**src/rtl/pause_pkg.sv**
```systemverilog
// rtl/pause_pkg.sv - shared state encoding and option bit positions for the pause controller
package pause_pkg;

  typedef enum logic [1:0] {
    RUN    = 2'd0,
    PEND   = 2'd1,
    PAUSED = 2'd2,
    STEP   = 2'd3
  } pause_state_e;

  localparam int OPT_OSD = 0;
  localparam int OPT_DIM = 1;

endpackage

```
**src/rtl/pause_dim_fader.sv**
```systemverilog
// rtl/pause_dim_fader.sv - burn-in dimmer: waits DIM_SECS of pause, then steps dim level every FADE_FRAMES vblanks
module pause_dim_fader #(
  parameter int unsigned TICK_CYCLES = 12_000_000,
  parameter int unsigned DIM_SECS    = 10,
  parameter int unsigned DIM_SHIFT   = 3,
  parameter int unsigned FADE_FRAMES = 8
) (
  input  logic                             clk_sys,
  input  logic                             reset,
  input  logic                             enable,
  input  logic                             vb_rise,
  output logic [$clog2(DIM_SHIFT+1)-1:0]   dim_level
);

  localparam int unsigned PW = $clog2(TICK_CYCLES + 1);
  localparam int unsigned SW = $clog2(DIM_SECS + 1);
  localparam int unsigned FW = $clog2(FADE_FRAMES + 1);
  localparam int unsigned LW = $clog2(DIM_SHIFT + 1);

  localparam logic [PW-1:0] PRE_LAST   = PW'(TICK_CYCLES - 1);
  localparam logic [SW-1:0] SEC_MAX    = SW'(DIM_SECS);
  localparam logic [FW-1:0] FRAME_LAST = FW'(FADE_FRAMES - 1);
  localparam logic [LW-1:0] LVL_MAX    = LW'(DIM_SHIFT);

  logic [PW-1:0] pre_q, pre_d;
  logic [SW-1:0] sec_q, sec_d;
  logic [FW-1:0] frame_q, frame_d;
  logic [LW-1:0] lvl_q, lvl_d;

  always_comb begin
    pre_d   = pre_q;
    sec_d   = sec_q;
    frame_d = frame_q;
    lvl_d   = lvl_q;
    if (!enable) begin
      pre_d   = '0;
      sec_d   = '0;
      frame_d = '0;
      lvl_d   = '0;
    end else if (sec_q != SEC_MAX) begin
      if (pre_q == PRE_LAST) begin
        pre_d = '0;
        sec_d = sec_q + SW'(1);
      end else begin
        pre_d = pre_q + PW'(1);
      end
    end else if (vb_rise && (lvl_q != LVL_MAX)) begin
      // Fading only starts once the idle-seconds counter has saturated
      if (frame_q == FRAME_LAST) begin
        frame_d = '0;
        lvl_d   = lvl_q + LW'(1);
      end else begin
        frame_d = frame_q + FW'(1);
      end
    end
  end

  always_ff @(posedge clk_sys) begin
    if (reset) begin
      pre_q   <= '0;
      sec_q   <= '0;
      frame_q <= '0;
      lvl_q   <= '0;
    end else begin
      pre_q   <= pre_d;
      sec_q   <= sec_d;
      frame_q <= frame_d;
      lvl_q   <= lvl_d;
    end
  end

  // Leaving the dimmed state drops brightness back to full in the same cycle
  assign dim_level = enable ? lvl_q : '0;

endmodule

```
**src/rtl/pause_ctrl.sv**
```systemverilog
// rtl/pause_ctrl.sv - pause controller: request merge, vblank-aligned pause FSM, frame step, dimmed RGB output
module pause_ctrl
  import pause_pkg::*;
#(
  parameter int unsigned RW          = 8,
  parameter int unsigned GW          = 8,
  parameter int unsigned BW          = 8,
  parameter int unsigned CLKSPD      = 12,
  parameter int unsigned NREQ        = 2,
  parameter int unsigned SYNC_VBLANK = 1,
  parameter int unsigned DIM_SECS    = 10,
  parameter int unsigned DIM_SHIFT   = 3,
  parameter int unsigned FADE_FRAMES = 8,
  parameter int unsigned TICK_CYCLES = CLKSPD * 1_000_000
) (
  input  logic                            clk_sys,
  input  logic                            reset,
  input  logic                            user_button,
  input  logic                            step_button,
  input  logic [NREQ-1:0]                 pause_request,
  input  logic [1:0]                      options,
  input  logic                            OSD_STATUS,
  input  logic                            vblank,
  input  logic [RW-1:0]                   r,
  input  logic [GW-1:0]                   g,
  input  logic [BW-1:0]                   b,
  output logic                            pause_cpu,
  output logic                            dim_video,
  output logic [$clog2(DIM_SHIFT+1)-1:0]  dim_level,
  output logic [RW+GW+BW-1:0]             rgb_out
);

  logic btn_q, step_q, vb_q, toggle_q, toggle_d, pause_q, pause_d;
  logic btn_rise, step_rise, vb_rise, want, dim_en;
  pause_state_e state_q, state_d;
  logic [RW+GW+BW-1:0] rgb_q, rgb_d;

  always_comb begin
    btn_rise  = user_button & ~btn_q;
    step_rise = step_button & ~step_q;
    vb_rise   = vblank & ~vb_q;
    toggle_d  = toggle_q ^ btn_rise;
    want      = toggle_q | (|pause_request) | (OSD_STATUS & options[OPT_OSD]);

    state_d = state_q;
    case (state_q)
      RUN:     if (want) state_d = (SYNC_VBLANK != 0) ? PEND : PAUSED;
      PEND:    if (!want) state_d = RUN; else if (vb_rise) state_d = PAUSED;
      PAUSED:  if (!want) state_d = RUN; else if (step_rise) state_d = STEP;
      STEP:    if (!want) state_d = RUN; else if (vb_rise) state_d = PAUSED;
      default: state_d = RUN;
    endcase
    pause_d = (state_d == PAUSED);

    dim_en = (state_q == PAUSED) && options[OPT_DIM];
    rgb_d  = {r >> dim_level, g >> dim_level, b >> dim_level};
  end

  always_ff @(posedge clk_sys) begin
    if (reset) begin
      btn_q    <= 1'b0;
      step_q   <= 1'b0;
      vb_q     <= 1'b0;
      toggle_q <= 1'b0;
      state_q  <= RUN;
      pause_q  <= 1'b0;
      rgb_q    <= '0;
    end else begin
      btn_q    <= user_button;
      step_q   <= step_button;
      vb_q     <= vblank;
      toggle_q <= toggle_d;
      state_q  <= state_d;
      pause_q  <= pause_d;
      rgb_q    <= rgb_d;
    end
  end

  pause_dim_fader #(
    .TICK_CYCLES (TICK_CYCLES),
    .DIM_SECS    (DIM_SECS),
    .DIM_SHIFT   (DIM_SHIFT),
    .FADE_FRAMES (FADE_FRAMES)
  ) u_fader (
    .clk_sys   (clk_sys),
    .reset     (reset),
    .enable    (dim_en),
    .vb_rise   (vb_rise),
    .dim_level (dim_level)
  );

  assign pause_cpu = pause_q;
  assign dim_video = (dim_level != '0);
  assign rgb_out   = rgb_q;

endmodule

```
**config.mk**
```make
export PLATFORM = sky130hd
export DESIGN_NAME = pause_ctrl
export DESIGN_NICKNAME = d
export VERILOG_FILES = /design/src/rtl/pause_pkg.sv /design/src/rtl/pause_dim_fader.sv /design/src/rtl/pause_ctrl.sv
export SDC_FILE = /design/constraint.sdc
export NUM_CORES = 1
export LEC_CHECK = 0
export ABC_AREA = 0
export BUFFER_PORTS_ARGS = -buffer_cell sky130_fd_sc_hd__buf_2
export CORE_MARGIN = 2
export CORE_UTILIZATION = 45
export CTS_CLUSTER_SIZE = 24
export DETAILED_ROUTE_END_ITERATION = 10
export GPL_TIMING_DRIVEN = 0
export HOLD_SLACK_MARGIN = 0.03
export PLACE_DENSITY = 0.67
export SLEW_MARGIN = 0
export SYNTH_ARGS = -nofsm -noshare
export SYNTH_HDL_FRONTEND = slang
export SYNTH_SLANG_ARGS = --single-unit
```
**constraint.sdc**
```tcl
create_clock -name clk_sys -period 5.2 [get_ports clk_sys]
set_clock_uncertainty 0.05 [all_clocks]
set_input_delay 1.04 -clock clk_sys [delete_from_list [all_inputs] [get_ports clk_sys]]
set_output_delay 1.04 -clock clk_sys [all_outputs]
set_load 0.01 [all_outputs]
```
==> results_dict.tcl <==
set metrics [dict create \
    nNetsFinal 439 \
    track_usage_pct 20.2 \
    swShare_pct 23.2 \
    crit_type "primary input to output pin" \
    relSlewSlack_pct 58.6 \
    rsz0062_at_grt "false" \
    yosys_warnings 0 \
    drv_slew 0 \
    antenna_found_initial 0 \
    numCtsBuffers 9 \
    grt.met1_usage_pct 25.1 \
    wl_per_cell_um 14.3 \
    syn_avg_cell_area_um2 8.96 \
    rrSetupSlack_ns 2.60 \
    timing.hold.ws_ns 0.427 \
    cts_setup_buffers 0 \
    power.total_uw 991 \
    die_height_um 85.0 \
    drv_cap 0 \
    clockBufferDepth 2 \
    initial_core_util_pct 46.4 \
    grt_first_pass_wirelength_um 11800 \
    n_fill_cell 614 \
    dr.pass1.iters 4 \
    critPathLaunchType "primary input" \
    insertion_delay_ns 0.34 \
    path_clk_slew_ns 0.07 \
    ant_nets 0 \
    final_layout_size_suffix_gt1_share_pct 22.7 \
    worst_slack_ns 1.65 \
    max_freq_mhz 282 \
    endpoint_kind "output pin" \
    place.gp.congestion 0.849 \
    reg2reg_from "u_fader.sec_q[0]" \
    yosysUniqueCellTypes 42 \
    synth_area_mm2 0.00295 \
    hp-start "u_fader.pre_q[1]" \
    p_sw_uw 230 \
    cp.arrival_ns 2.46 \
    final_common_cell "dfxtp_1" \
    power.density_mw_per_mm2 281 \
    grt_max_degree 12 \
    syn_nets 368 \
    final-hold-violation-count 0 \
    seqPwrFrac_pct 52.1 \
    tns_ns 0 \
    post_cts_resized 0 \
    ys_seq_elements 65 \
    worst_path_largest_cell_delay_ns 0.43 \
    core_mm2 0.00635 \
    diodes 0 \
    grt.overflow.total 0 \
    dp_hpwl_um 4950 \
    drc_errors 0 \
    hold_path.class "flop to flop" \
    p_leak_uw 0.00140 \
    final_cell_mix "dfxtp_1 (65), buf_2 (60), nor2_1 (34)" \
    fin_crit_ns 3.55 \
    routed_wl_um 6880 \
    critPathMaxFanout 10 \
    cts_root_buffer "clkbuf_8" \
    register_area_mm2 0.00130 \
    num_vias 2696 \
    grt_pass1_vias 2573 \
    cp_top_family "buffers and inverters" \
    area_growth_pct 19.8 \
    reg2reg_to "u_fader.pre_q[21]" \
    worstMarginPinSlew_ns 0.621 \
    holdPathEnd "u_fader.pre_q[1]" \
    crit_chain "buf_2, nand4b_1, inv_1, clkbuf_1, buf_2" \
    cell_internal_pwr_uw 761 \
    cp_common_cell "buf_2" \
    top_usage_layer "met2" \
    portBuffers 60 \
    crit_slowest_cell "clkbuf_1" \
    path_buf_inv 4 \
    outcome "finished clean" \
    async_reset_ff_share_pct 0 \
    cts_hold_buf 0 \
    routed_via_density 5.59 \
    max-vdd-ir-drop_uv 223 \
    hold_depth 2 \
    rows 29 \
    die-area_mm2 0.00722 \
    htreeDepth 3 \
    combPwrFrac_pct 6.3 \
    seq_area_frac_synth_pct 44.1 \
    die_w_um 85.0 \
    grt_use_met2_pct 31.7 \
    cts_tree "done" \
    critPathRequiredTime_ns 4.11 \
    period_share_pct 68.2 \
    multiInputGateArea_mm2 0.00153 \
    setup_viol_count_final 0 \
    dp_worst_setup_slack_ns 1.65 \
    clkPwrFrac_pct 41.7 \
    netlist_instances 329 \
    io_pins 62 \
    drtIter0Drc 108 \
    ys.flop_type "dfxtp_1" \
    met3_usage_pct 6.32 \
    clock_sinks 65 \
    rr_worst_depth 9 \
    synth-edff-count 0 \
]
worst max path at each step:
stage | slack (ns) | cells past startpoint | startpoint | end
after global routing | 1.53 | 5 | options[1] | dim_level[1]
after global placement | 1.67 | 5 | options[1] | dim_level[1]
after CTS | 1.65 | 5 | options[1] | dim_level[1]
after detailed placement | 1.65 | 5 | options[1] | dim_level[1]
after floorplan | 2.24 | 4 | options[1] | dim_video
final | 1.65 | 5 | options[1] | dim_level[1]
Yosys cell counts, types with 3 or more instances:
library cell | instances | area share [%]
ha_1 | 5 | 2.1
o21ai_0 | 8 | 1.4
mux2i_1 | 7 | 2.4
a311oi_1 | 6 | 1.8
nor2_1 | 34 | 4.3
nand4_1 | 12 | 2.5
xnor2_1 | 3 | 0.89
nor2b_1 | 4 | 0.85
a211oi_1 | 12 | 3.1
xor2_1 | 9 | 2.7
and3_1 | 6 | 1.3
nand2_1 | 26 | 3.3
nor3_1 | 6 | 1.0
mux2_2 | 9 | 3.4
a21oi_1 | 21 | 3.6
or4_1 | 12 | 3.1
or3_1 | 8 | 1.7
clkbuf_1 | 13 | 1.7
dfxtp_1 | 65 | 44
inv_1 | 8 | 1.0
nand3_1 | 9 | 1.5
and4_1 | 4 | 1.2
o31ai_1 | 11 | 2.8
a22oi_1 | 3 | 0.76
and2_1 | 4 | 0.85
area by class of cell:
cell class | instances | area share, %
sequential | 65 | 36.8
clock buffer | 10 | 3.61
timing repair buffer | 60 | 8.50
multi-input combinational | 237 | 43.3
tap | 77 | 2.73
inverter | 9 | 0.956
clock inverter | 6 | 1.66
buffer | 18 | 2.44
sequential cells by signal, summed over array words and instances (netlist names):
signal / count
rgb_out: 24
btn_q: 1
u_fader.sec_q: 4
u_fader.lvl_q: 2
vb_q: 1
state_q: 2
u_fader.frame_q: 4
u_fader.pre_q: 24
step_q: 1
toggle_q: 1
pause_cpu: 1
cells by family after synthesis:
logic type	count (synthesis)	share of synthesized area [%]
buffers and inverters	27	4.07
adder cells (fa/ha/maj)	5	2.12
multiplexers	16	5.81
flip-flops	65	44.1
AND/OR/NAND/NOR	138	25.4
XOR/XNOR	12	3.56
AO/OA/AOI/OAI	66	14.9
per-layer routing:
| metal | routed length [um] | part of all wire, % |
|---|---|---|
| met1 | 3090 | 45 |
| met2 | 3180 | 46 |
| met3 | 497 | 7.2 |
| met4 | 118 | 1.7 |
| met5 | 0 | 0 |
stage by stage:
step / utilization [%] / instance area [um^2] / instances
after floorplan: - / 2950 / 329
after global placement: 52.7 / 3350 / 466
after detailed placement: 52.7 / 3350 / 466
after CTS: 55.6 / 3530 / 482
after global routing: 55.6 / 3530 / 482
final: 55.6 / 3530 / 482
power groups by stage:
stage | registers, uW | logic (uW) | clock network [uW]
final | 516 | 62.0 | 413
after global routing | 518 | 68.3 | 441
after CTS | 516 | 62.3 | 423
after detailed placement | 527 | 62.1 | 0
after global placement | 527 | 61.7 | 0
after floorplan | 533 | 26.0 | 0
tightest hold or removal path: cells and delay by family, from the launching register on:
kind             cells  cell delay (ns)
AO/OA/AOI/OAI        1             0.05
flip-flops           1             0.33
AND/OR/NAND/NOR      1             0.06
No activity file was read; power rests on OpenSTA's default activity.
